### config.mk
export PLATFORM = sky130hd
export DESIGN_NAME = uart_tx_fsm
export DESIGN_NICKNAME = d
export VERILOG_FILES = /design/src/rtl/uart_tx_fsm.sv
export SDC_FILE = /design/constraint.sdc
export NUM_CORES = 1
export LEC_CHECK = 0
export BUFFER_PORTS_ARGS = -buffer_cell sky130_fd_sc_hd__buf_2
export CELL_PAD_IN_SITES_DETAIL_PLACEMENT = 1
export CELL_PAD_IN_SITES_GLOBAL_PLACEMENT = 1
export CORE_UTILIZATION = 43
export CTS_CLUSTER_SIZE = 10
export DETAILED_ROUTE_END_ITERATION = 8
export HOLD_SLACK_MARGIN = 0.15
export PLACE_DENSITY = 0.83
export SYNTH_ARGS = -nofsm -noshare
export SYNTH_HDL_FRONTEND = slang
export SYNTH_SLANG_ARGS = --single-unit
### constraint.sdc
create_clock -name CLK -period 2.5 [get_ports CLK]
set_input_delay 0 -clock CLK [delete_from_list [all_inputs] [get_ports CLK]]
set_output_delay 0 -clock CLK [all_outputs]
set_load 0.005 [all_outputs]
### src/rtl/uart_tx_fsm.sv
// uart_tx_fsm: UART transmit frame sequencer.
// Serialises a parallel word LSB-first and steers the TX output mux through
// the start, data, optional parity and stop legs. CLK is the baud clock, so
// each CLK cycle is one bit period.
// Optional feature macro: UART_TX_TWO_STOP_EN adds a second stop bit (STOP2).
module uart_tx_fsm #(
    parameter int unsigned DATA_WIDTH = 8
) (
    input  logic                  CLK,
    input  logic                  RST,
    input  logic [DATA_WIDTH-1:0] P_DATA,
    input  logic                  data_valid,
    input  logic                  PAR_EN,
    input  logic                  PAR_TYP,
    output logic [1:0]            mux_sel,
    output logic                  ser_data,
    output logic                  par_bit,
    output logic                  busy
);

    localparam int unsigned CNT_W = $clog2(DATA_WIDTH);
    localparam logic [CNT_W-1:0] LAST_BIT = CNT_W'(DATA_WIDTH - 1);

    localparam logic [2:0] IDLE   = 3'd0;
    localparam logic [2:0] START  = 3'd1;
    localparam logic [2:0] DATA   = 3'd2;
    localparam logic [2:0] PARITY = 3'd3;
    localparam logic [2:0] STOP   = 3'd4;
`ifdef UART_TX_TWO_STOP_EN
    localparam logic [2:0] STOP2  = 3'd5;
    // A new word may only be taken in the last stop bit.
    localparam logic [2:0] FINAL_STATE = STOP2;
`else
    localparam logic [2:0] FINAL_STATE = STOP;
`endif

    logic [2:0]            state;
    logic [2:0]            state_next;
    logic [DATA_WIDTH-1:0] shift_reg;
    logic [CNT_W-1:0]      bit_cnt;
    logic                  par_en_lat;
    logic                  accept;

    assign accept   = data_valid && ((state == IDLE) || (state == FINAL_STATE));
    assign ser_data = shift_reg[0];

    // State register.
    always_ff @(posedge CLK or posedge RST) begin
        if (RST) begin
            state <= IDLE;
        end else begin
            state <= state_next;
        end
    end

    // Next-state logic; frame configuration comes only from latched values.
    always_comb begin
        state_next = state;
        case (state)
            IDLE: begin
                if (accept) begin
                    state_next = START;
                end
            end
            START: begin
                state_next = DATA;
            end
            DATA: begin
                if (bit_cnt == LAST_BIT) begin
                    state_next = par_en_lat ? PARITY : STOP;
                end
            end
            PARITY: begin
                state_next = STOP;
            end
`ifdef UART_TX_TWO_STOP_EN
            STOP: begin
                state_next = STOP2;
            end
            STOP2: begin
                state_next = accept ? START : IDLE;
            end
`else
            STOP: begin
                state_next = accept ? START : IDLE;
            end
`endif
            default: begin
                state_next = IDLE;
            end
        endcase
    end

    // Datapath: latch word/config and parity on accept, shift during DATA.
    always_ff @(posedge CLK or posedge RST) begin
        if (RST) begin
            shift_reg  <= '0;
            bit_cnt    <= '0;
            par_en_lat <= 1'b0;
            par_bit    <= 1'b0;
        end else if (accept) begin
            shift_reg  <= P_DATA;
            bit_cnt    <= '0;
            par_en_lat <= PAR_EN;
            par_bit    <= PAR_TYP ? ~^P_DATA : ^P_DATA;
        end else if (state == DATA) begin
            shift_reg <= shift_reg >> 1;
            bit_cnt   <= (bit_cnt == LAST_BIT) ? '0 : bit_cnt + 1'b1;
        end
    end

    // Output decode from the state register only.
    always_comb begin
        mux_sel = 2'b11;
        busy    = 1'b0;
        case (state)
            START: begin
                mux_sel = 2'b00;
                busy    = 1'b1;
            end
            DATA: begin
                mux_sel = 2'b01;
                busy    = 1'b1;
            end
            PARITY: begin
                mux_sel = 2'b10;
                busy    = 1'b1;
            end
            STOP: begin
                mux_sel = 2'b11;
                busy    = 1'b1;
            end
`ifdef UART_TX_TWO_STOP_EN
            STOP2: begin
                mux_sel = 2'b11;
                busy    = 1'b1;
            end
`endif
            default: begin
                mux_sel = 2'b11;
                busy    = 1'b0;
            end
        endcase
    end

endmodule

==> After elaboration in Yosys (flattened, before gate mapping) <==
Cells that the tools add are included.
W data, S select, Z words.
{ "classes": {"n_addsub": 1, "n_reduce_logical": 8, "eq_ne": 7, "muxes": 13} }
{ "op_table": {"columns": ["cell", "n"], "rows": [
  ["$mux W3", 6],
  ["$mux W8", 2],
  ["$pmux W3 S5", 1],
  ["$reduce_xnor A8 Y1", 1],
  ["$reduce_xor A8 Y1", 1],
  ["$eq A3 B2 Y1 const B", 2],
  ["$eq A3 B3 Y1 const B", 2],
  ["$pmux W2 S3", 1],
  ["$reduce_or A4 Y1", 1],
  ["$add A3 B1 Y3 const B", 1],
  ["$eq A3 B1 Y1 const B", 1],
  ["$logic_not A3 Y1", 1],
  ["$mux W1", 3],
  ["$ne A2 B1 Y1 const B", 1],
  ["$ne A2 B2 Y1 const B", 1],
  ["$reduce_and A2 Y1", 1],
  ["$reduce_bool A2 Y1", 1],
  ["$logic_and A1 B1 Y1", 1],
  ["$logic_or A1 B1 Y1", 1]
]} }
{ "totals": {"ff_bits": 16, "output_inout_bits": 5} }

==> Longest topological paths before layout <==
{ "logic_depth": {"word_depth": 5, "ltp_mapped": 5, "depth_no_buf": 5} }

==> Worst setup path before layout <==
Ideal clock, no wire load.
{ "synth_path": {"path_kind": "flip-flop to flip-flop", "startpoint": "reg bit_cnt[0]", "endpoint": "reg bit_cnt[0]", "arrival_time_ps": 1226, "setup_time_ps": 66, "path_slack_ps": 1208, "path_stages_with_launch": 6, "synth_period_minus_slack_ps": 1292, "path_cell_list": "dfrtp_1 > ha_1 > ha_1 > nor4_1 > a21o_1 > a22o_1"} }
{ "synth_via": {"elab_chain_len": 4, "word_cells_on_any_way": 5} }
{ "synth_lines": {"columns": ["item", "line", "text"], "rows": [
  ["start, declared", "40", "logic [CNT_W-1:0] bit_cnt;"],
  ["start signal, assigned", "108", "bit_cnt <= (bit_cnt == LAST_BIT) ? '0 : bit_cnt + 1'b1;"],
  ["$add A3 B1 Y3 / $eq A3 B3 Y1 (equally long branches)", "108", null],
  ["$mux W3 (*)", "108", null],
  ["$mux W3 (*)", "106", "end else if (state == DATA) begin"],
  ["$mux W3 (*)", "101", "end else if (accept) begin"]
]} }
Mark *: on every way between the ends. The rest lies on a longest branch, timed or not. The select of a mux whose other input is x is not followed.
A chain may end at the register's enable or synchronous reset.

==> Worst setup path in the final report <==
{ "layout_path": {"startpoint": "reg state[1]", "endpoint": "reg shift_reg[1]"} }
{ "layout_via": {"elab_chain_len": 4, "word_cells_on_any_way": 7} }
{ "layout_lines": {"columns": ["item", "line", "text"], "rows": [
  ["start, declared", "37", "logic [2:0] state;"],
  ["start signal, assigned", "52", "state <= state_next;"],
  ["$eq A3 B3 Y1 / $logic_not A3 Y1 (equally long branches)", "44", "assign accept = data_valid && ((state == IDLE) || (state == FINAL_STATE));"],
  ["$logic_or A1 B1 Y1", "44", null],
  ["$logic_and A1 B1 Y1", "44", null],
  ["$mux W8 / $reduce_bool A2 Y1 (equally long branches)", null, null],
  ["end signal, assigned", "107", "shift_reg <= shift_reg >> 1;"],
  ["end, declared", "39", "logic [DATA_WIDTH-1:0] shift_reg;"]
]} }
Parallel ways exist; a longest one is shown, timed or not.

==> qor.txt <==
result of the run - finished clean
vias in the first global route - 747
global placement routability congestion - 0.728
Initial DRC Count - 3
required time worst endpoint - 2720 ps
fin area - 0.00114 mm^2
initial antenna violation count - 0
maxcap violations - 0
kind of end point of the critical path - register
commonest non-fill, non-tap cells in the layout - 17 x buf_2, 16 x dfrtp_1, 11 x dlygate4sd3_1
number of diodes - 0
die area - 0.00227 mm^2
Die H - 47.6 um
Total Power - 0.00121 W
max-slew violations - 0
worst skew pair latency - 290 ps
DRT Wirelength - 2190 um
Routed Antenna Nets - 0
GRT Util Overall - 21.8%
CTS Buffer Depth - 2
Post-DP Area - 992 um^2
gr ovfl total - 0
cells after synthesis - 88
Final min period - 1710 ps
Mapped Area - 895 um^2
WL per Instance - 15.4 um
drt first pass iters - 2
Max FO, Critical Path - 14
clock buffer count from CTS - 3
post-synthesis cell type count - 25
synth-to-layout area growth - 27.3%
PwrDens - 1060 mW/mm^2
commonest non-fill, non-tap cell in the layout - buf_2
post-synthesis register bit count - 16
dpl hpwl - 1490 um
WP buf/inv - 0
setup repair after global routing missed its margin - no
Fmax achieved - 0.585 GHz
Root Buffer - clkbuf_4
Slew HR - 58.0%
crit start category - register
CTS resizes - 0
critical path class - reg -> reg
worst-path cell chain - nand2b_1 > a21oi_2 > nor2_1 > a21oi_1
Final Net Count - 131
Top delay family on crit path - compound AO/OA/AOI/OAI gates
Final Skew - 4.03 ps
total number of vias - 730
H-tree levels - 1
starting density of the core - 45.6%
GRT met3 Usage - 4.53%
final setup fails - 0
Avg Vias per Cell - 5.14
drt drc - 0
final hold vios - 0
Global Route met2 Usage - 38.1%
Yosys warnings - 0
CP max-delay cell - dfrtp_1
Worst path max stage delay - 530 ps
Final period util - 68.3%
IR drop worst, VDD - 0.533 mV
sequential share of the synthesized area - 44.8%
Worst-path clk slew - 100 ps
Core ar. - 0.00196 mm^2
largest net degree at the start of global routing - 17
max reg flops - 8
GR peak layer - met2
total clock sinks - 16
crit path DAT - 1930 ps
Leakage - 0.514 nW
Synthesized Nets - 103
Die X - 47.6 um
IO Pins - 18
first-pass GRT wire length - 3280 um
hold crit path type - in -> async
Synth Area per Inst - 10.2 um^2
floorplan row count - 16
fillcell total - 245
Port-buffer cells - 17
CTS tree - built
Worst Tran Pin Value - 630 ps
met1 Use GR - 26.4%
share of cells above drive strength 1 - 20.9%
setup TNS - 0 ps
-- cells by family after synthesis --
kind of cell | after synthesis | share of synthesized area [%]
adders and majority gates | 2 | 2.80
buffers and inverters | 8 | 3.64
xor gates and xnor gates | 9 | 10.3
AOI/OAI and AO/OA | 21 | 14.4
muxes | 9 | 10.6
and+or+nand+nor | 23 | 13.4
DFF | 16 | 44.8
-- where the power goes --
group          switching [W]  internal (W)  total (W)
Combinational       0.000262      0.000269   0.000531
Clock              0.0000887     0.0000887   0.000177
Sequential          0.000131      0.000373   0.000504
Total               0.000481      0.000731    0.00121
-- timing repair --
item                                   4_1_cts  5_1_grt
endpoints found under the hold margin       26        0
hold buffers                                11        0
buffers inserted                             0        0
-- area by class of cell --
cell class                 count  area (um^2)  area share [%]
sequential                    16          400            35.2
timing repair buffer          28          195            17.1
tap                           27         33.8            2.97
inverter                       3         11.3           0.989
multi-input combinational     64          462            40.5
clock buffer                   4         36.3            3.19
-- worst paths after layout --
| check | cells after the start | start | end | slack, ps |
|---|---|---|---|---|
| max in group asynchronous | 3 | RST | shift_reg[7] | 1780 |
| max | 4 | state[1] | shift_reg[1] | 790 |
| min | 3 | RST | shift_reg[1] | 320 |
| max reg2reg | 4 | state[1] | shift_reg[1] | 790 |
| min in group CLK | 5 | PAR_TYP | par_bit | 440 |
| min reg2reg | 1 | par_bit | par_bit | 530 |
-- worst reg2reg max path: stages (launching register included) --
cell      delay (ps)
dfrtp_1          530
nand2b_1         290
a21oi_2          530
nor2_1           110
a21oi_1          160
-- per-stage QoR --
stage	hold WS, ps	utilization [%]	std cells	setup WS [ps]
after floorplan	-86.3	-	88	1210
after global routing	392	58.0	142	713
after detailed placement	115	50.6	127	887
after CTS	333	58.0	142	811
after global placement	101	50.6	127	972
final	315	58.0	142	792
-- metal layers --
metal,share of wire [%],up-vias
met1,44,360
met2,53,12
li1,-,354
met4,1.4,0
met5,0,-
met3,1.6,4
-- cells in the mapped netlist (all sizes together) --
library cell   n  share of area, %
dfrtp         16                45
a21oi         11               6.6
nor2          11               5.5
mux2i          8               9.0
nand2b         6               4.2
xnor2          6               5.9
a22o           3               2.9
clkbuf         3               1.3
inv            3               1.3
nand2          3               1.3
o21ai          3               1.7
buf            2               1.1
ha             2               2.8
xor2           2               2.0
a21o           1              0.84
mux2           1               1.7
nand3b         1              0.84
nand4b         1              0.98
nor4           1              0.70
o21a           1              0.84
o21bai         1              0.84
o22ai          1              0.70
xnor3          1               2.5
No activity file was read; power rests on OpenSTA's default activity.
